`src/rtl/ctrl_pipe_chain.sv`:
```
// Control-bundle pipeline: carries a decoded bundle through STAGES registered stages with
// per-stage stall/flush/kill, automatic upstream stall propagation and a saturating retire counter.
module ctrl_pipe_chain #(
  parameter int               WIDTH     = 16,
  parameter int               STAGES    = 3,
  parameter logic [WIDTH-1:0] KILL_MASK = '0
) (
  input  logic                     clk,
  input  logic                     rst,
  input  logic [WIDTH-1:0]         in_data,
  input  logic                     in_valid,
  input  logic [STAGES-1:0]        stall,
  input  logic [STAGES-1:0]        flush,
  input  logic [STAGES-1:0]        kill,
  output logic [STAGES*WIDTH-1:0]  out_data,
  output logic [STAGES-1:0]        out_valid,
  output logic [31:0]              retire_cnt,
  output logic                     in_stall
);

  logic [STAGES-1:0] hold;
  logic [STAGES-1:0] bubble;
  logic              retireEvent;
  logic [31:0]       retireCnt;

  // A stall holds its own stage and everything upstream of it.
  always_comb begin
    hold = '0;
    hold[STAGES-1] = stall[STAGES-1];
    for (int i = STAGES - 2; i >= 0; i--) begin
      hold[i] = stall[i] | hold[i+1];
    end
  end

  always_comb begin
    bubble = '0;
    for (int i = 1; i < STAGES; i++) begin
      bubble[i] = hold[i-1] & ~hold[i];
    end
  end

  // Decode must keep in_data/in_valid stable while this is high.
  assign in_stall = hold[0];

  for (genvar g = 0; g < STAGES; g++) begin : gStage
    logic [WIDTH-1:0] rawData;
    logic             rawValid;
    logic [WIDTH-1:0] loadData;
    logic [WIDTH-1:0] dataQ;
    logic             validQ;

    if (g == 0) begin : gSrcDecode
      assign rawData  = in_data;
      assign rawValid = in_valid;
    end else begin : gSrcPrev
      assign rawData  = gStage[g-1].dataQ;
      assign rawValid = gStage[g-1].validQ;
    end

    // Invalid entries always carry zero data so downstream logic never sees stale bits.
    assign loadData = !rawValid ? '0 :
                      (kill[g] ? (rawData & ~KILL_MASK) : rawData);

    always_ff @(posedge clk) begin
      if (!rst) begin
        dataQ  <= '0;
        validQ <= 1'b0;
      end else if (flush[g]) begin
        dataQ  <= '0;
        validQ <= 1'b0;
      end else if (hold[g]) begin
        dataQ  <= dataQ;
        validQ <= validQ;
      end else if (bubble[g]) begin
        dataQ  <= '0;
        validQ <= 1'b0;
      end else begin
        dataQ  <= loadData;
        validQ <= rawValid;
      end
    end

    assign out_data[g*WIDTH +: WIDTH] = dataQ;
    assign out_valid[g]               = validQ;
  end

  assign retireEvent = out_valid[STAGES-1] & ~hold[STAGES-1] & ~flush[STAGES-1];

  always_ff @(posedge clk) begin
    if (!rst) begin
      retireCnt <= '0;
    end else if (retireEvent && (retireCnt != 32'hFFFF_FFFF)) begin
      retireCnt <= retireCnt + 32'd1;
    end
  end

  assign retire_cnt = retireCnt;

endmodule

```
`config.mk`:
```
export PLATFORM = sky130hd
export DESIGN_NAME = ctrl_pipe_chain
export DESIGN_NICKNAME = d
export VERILOG_FILES = /design/src/rtl/ctrl_pipe_chain.sv
export SDC_FILE = /design/constraint.sdc
export NUM_CORES = 1
export LEC_CHECK = 0
export ABC_AREA = 0
export BUFFER_PORTS_ARGS = -buffer_cell sky130_fd_sc_hd__buf_4
export CAP_MARGIN = 20
export CELL_PAD_IN_SITES_DETAIL_PLACEMENT = 0
export CELL_PAD_IN_SITES_GLOBAL_PLACEMENT = 2
export CORE_MARGIN = 2
export CORE_UTILIZATION = 29
export CTS_CLUSTER_DIAMETER = 60
export DETAILED_ROUTE_END_ITERATION = 8
export GPL_TIMING_DRIVEN = 1
export PLACE_DENSITY_LB_ADDON = 0.1
export SETUP_SLACK_MARGIN = 0.1
export SYNTH_ARGS = -nofsm -noshare
export SYNTH_HDL_FRONTEND = slang
export SYNTH_SLANG_ARGS = --single-unit
```
`constraint.sdc`:
```
create_clock -name clk -period 2.4 [get_ports clk]
set_input_delay 0.48 -clock clk [delete_from_list [all_inputs] [get_ports clk]]
set_output_delay 0.48 -clock clk [all_outputs]
set_load 0.1 [all_outputs]
```
Word level (Yosys, flattened, before mapping) --
Cells that the tools add are included.
Word-level totals: bits in registers 83, bits in latches 0, bits in writable memories 0, memory bits (read-only) 0, input port bits 28, output and inout port bits 84, word-level logic and storage cells 30, memories 0
Operators by class: $add $sub $neg 1, multiply operators 0, divide/modulo/power cells 0, $lt $le $gt $ge 0, equal/unequal tests 1, shift operators 0, multiplexer cells 7, bitwise gates (word level) 10, reduce and logical (&&, ||, !) cells 4
Operators by type and width (count):
- two-way mux 16 bit | 5
- adder 32 x 1 -> 32 bit, second input constant | 1
- != test 32 bit, second input constant | 1
- OR reduction 2 bit | 3
- bitwise AND 1 bit | 4
- NOT 1 bit | 4
- two-way mux 1 bit | 2
- OR 1 bit | 2
- logical AND 1 bit | 1

Longest topological paths before layout --
depth after elaboration 4, gate-level depth with buffers 8, mapped depth without buffers 6

Worst setup path before layout --
No wires, ideal clock.
path kind reg-to-reg, start register retireCnt[18], in the netlist retire_cnt[18], end register retireCnt[7], in the netlist retire_cnt[7], setup time 130 ps, arrival time 2495 ps, required time 2270 ps, setup slack -225 ps, cell stages (with the launch flop) 7, buffers on the path 1, clock period less this slack 2625 ps, path through dfxtp_1 nand3_1 or3_4 o31ai_4 buf_6 xor2_1 nor2_1
Between the ends: cells in the longest elaborated chain, start to end 2
RTL lines:
- start, declared | RTL line 24 | logic [31:0] retireCnt;
- start signal, assigned | RTL line 93 | retireCnt <= retireCnt + 32'd1;
- != test 32 bit | RTL line 92 | end else if (retireEvent && (retireCnt != 32'hFFFF_FFFF)) begin
- logical AND 1 bit | RTL line 92
Every way passes these cells. A chain may end at the register's enable or synchronous reset.

Final worst setup path --
start register retireCnt[15], in the netlist retire_cnt[15], end register retireCnt[29], in the netlist retire_cnt[29]
Between the ends: cells in the longest elaborated chain, start to end 2, elaborated cells between the ends (all ways) 3, classes of those cells 1 x add/sub; 1 x eq/ne; 1 x reduce/logical
RTL lines:
- parallel branches: the longest is 2 deep, another holds adder 32 x 1 -> 32 bit
Parallel ways; which one is timed is not known.

==> results.sh <==
export IMPL_outcome="complete, no violations"
export IMPL_post_route_min_period_ns=2.099
export IMPL_worst_pin_slew_ns=0.8875
export IMPL_postSynthCellCount=403
export IMPL_critPathKind="register to register"
export IMPL_routed_via_count=3237
export IMPL_final_cell_mix="buf_4, dfxtp_1, nor2_1"
export IMPL_start_util=0.2959
export IMPL_fmax_ghz=0.4765
export IMPL_fin_util=0.4015
export IMPL_reg2reg_from="retire_cnt[15]"
export IMPL_io_buffers=108
export IMPL_core_sq_um=12010
export IMPL_cp_end_kind="register"
export IMPL_cp_data_arrival_time_ns=2.29
export IMPL_dpl_hpwl_mm=7.424
export IMPL_synth_top_area_cell="dfxtp_1"
export IMPL_cts_made_buffers=9
export IMPL_finalHoldViolCount=0
export IMPL_cts_root_buf="clkbuf_16"
export IMPL_antenna_found_initial=0
export IMPL_io_pins=112
export IMPL_ir_drop_v=0.0004333
export IMPL_remaining_drc_errors=0
export IMPL_viasPerCell=4.912
export IMPL_cpLargestDelayFamily="simple AND/OR/NAND/NOR gates"
export IMPL_maxSlewHeadroom=0.4077
export IMPL_critPathLaunchType="register"
export IMPL_synth_edf_count=0
export IMPL_h_tree_depth=3
export IMPL_finalMaxSlewViolations=0
export IMPL_synthDistinctLibCells=49
export IMPL_n_antenna_cell=0
export IMPL_mostFrequentLayoutCell="buf_4"
export IMPL_post_cts_setup_buffers=0
export IMPL_setup_violations=0
export IMPL_rsz0062_at_grt="false"
export IMPL_met2_length_mm=4.916
export IMPL_drt_iter0_drc=137
export IMPL_yosys_warnings=0
export IMPL_fp_dieH_microns=114.7
export IMPL_layout_drive_gt1_share=0.3477
export IMPL_slowest_delay_ns=0.65
export IMPL_hold_buffers=0
export IMPL_clock_sinks=83
export IMPL_postSynthAreaPerCell_sq_um=8.820
export IMPL_r2r_setup_slack_ns=0.30
export IMPL_wl_mm=10.10
export IMPL_top_layer="met4"
export IMPL_final_nets=536
export IMPL_synthArstFlopShare=0
export IMPL_min_path_type="primary input to register"
export IMPL_hold_start="in_data[3]"
export IMPL_required_ns=2.60
export IMPL_drt_first_pass_iters=4
export IMPL_num_rows=40
export IMPL_grt_max_degree=24
export IMPL_crit_start="retire_cnt[15]"
export IMPL_insertion_delay_ns=0.34
export IMPL_syn_area_sq_um=3555
export IMPL_synth_main_ff_cell="dfxtp_1"
export IMPL_grt_overflow=0
export IMPL_wl_met1_mm=4.448
export IMPL_synth_fp_nets=432
export IMPL_wl_per_cell_microns=15.32
export IMPL_synth_top_cell_area_share=0.4674
export IMPL_skew_ns=0.005804
export IMPL_grt_pass1_vias=3140
export IMPL_path_cells="nand4_4 -> or3_4 -> o31ai_4 -> or4_1 -> a21oi_2"
export IMPL_worst_path_buf_inv=0
export IMPL_die_w_microns=114.7
export IMPL_cts_tree="done"
export IMPL_fin_setup_tns_ns=0
export IMPL_grt_use_total=0.1593
export IMPL_ys_ff_latch=83
export IMPL_clkTransAtPathRegs_ns=0.06
export IMPL_post_cts_resized=0
export IMPL_cp_max_fo=17
export IMPL_cts_max_path_buffers=2
export IMPL_wl_met3_microns=662
export IMPL_ant_nets=0
export IMPL_p_leak_nw=1.826
export IMPL_gp_congestion=0.7704
export IMPL_synth_area_leaders="dfxtp_1, a22oi_1, nor2_1"
export IMPL_slowest_stage="o31ai_4"
export IMPL_pwr_density_cell_nw_per_um2=584.1
export IMPL_dp_cells=643
export IMPL_die_area_sq_um=13160
export IMPL_holdWs_ns=0.4078
export IMPL_grt_first_pass_wirelength_mm=16.41
export IMPL_fin_crit_sh=0.8744
export IMPL_final_cells=659
export IMPL_synthToLayoutAreaGrowth_pct=35.66
export IMPL_ys_seq_area_frac=0.4674
export IMPL_cap_violations=0
metrics by stage:
step                      power, mW  area (sq um)  setup WS (ns)
after global placement        1.540          4541         0.2559
final                         2.816          4822         0.3014
after CTS                     2.873          4822         0.2737
after global routing          2.927          4822         0.1646
after detailed placement      1.541          4541         0.2588
after floorplan               1.485          3588        0.09536
power by group:
group	internal, mW	total [mW]	switching [mW]
clock	0.733	1.31	0.575
sequential	1.38	1.38	0.00197
combinational	0.0417	0.127	0.0855
flip-flops by register name, indices dropped and copies added, names as in the netlist:
register,count
gStage.dataQ,48
gStage.validQ,3
retire_cnt,32
worst paths after layout:
kind                                            to  depth (start not counted)
worst max-delay path                retire_cnt[29]                          5
worst min-delay path            gStage[0].dataQ[3]                          3
worst max register to register      retire_cnt[29]                          5
worst min register to register      retire_cnt[20]                          2
tightest hold or removal path, delay by kind of cell:
family                 cells  cell delay (ns)
AOI/OAI and AO/OA          1             0.06
buffers and inverters      1             0.11
and+or+nand+nor            1             0.07
cell type report:
cell class	instances	area (sq um)
clock inverter	5	38.79
multi-input combinational	284	1723
fill	1244	7189
sequential	83	1692
timing repair buffer	122	915.9
inverter	7	26.28
tap	147	183.9
clock buffer	11	242.7
cell families (layout without fill, tap and decap cells):
logic type	Yosys count	in the layout	synth area share
mux	7	7	0.01971
fa+ha+maj	1	1	0.003519
compound gates	95	95	0.1813
simple gates	176	176	0.2679
xor+xnor	5	5	0.01232
buf+inv	36	145	0.04787
flops	83	83	0.4674
Yosys cell counts, types with 2 or more instances:
cell type  number
dfxtp_1        83
nor2_1         45
nand2_1        37
a22oi_1        32
nand3_1        30
a21oi_1        28
clkbuf_1       16
nand2b_1       13
o21ai_1         9
or3_1           9
nand4_1         8
and3_1          7
mux2i_1         7
a21oi_2         6
inv_1           6
o31ai_1         6
and4_1          4
buf_2           4
buf_4           4
or4_1           4
xnor2_1         4
buf_1           3
nor4_1          3
a31oi_1         2
and2_1          2
buf_6           2
nand4_4         2
nor3_1          2
nor4_2          2
o211ai_1        2
o311ai_0        2
o41ai_1         2
routing by layer:
metal	vias to the layer above	track usage
li1	1671	-
met1	1479	0.1917
met2	81	0.2647
met3	6	0.06935
met4	0	0.03614
met5	-	0
No activity file was read; power rests on OpenSTA's default activity.
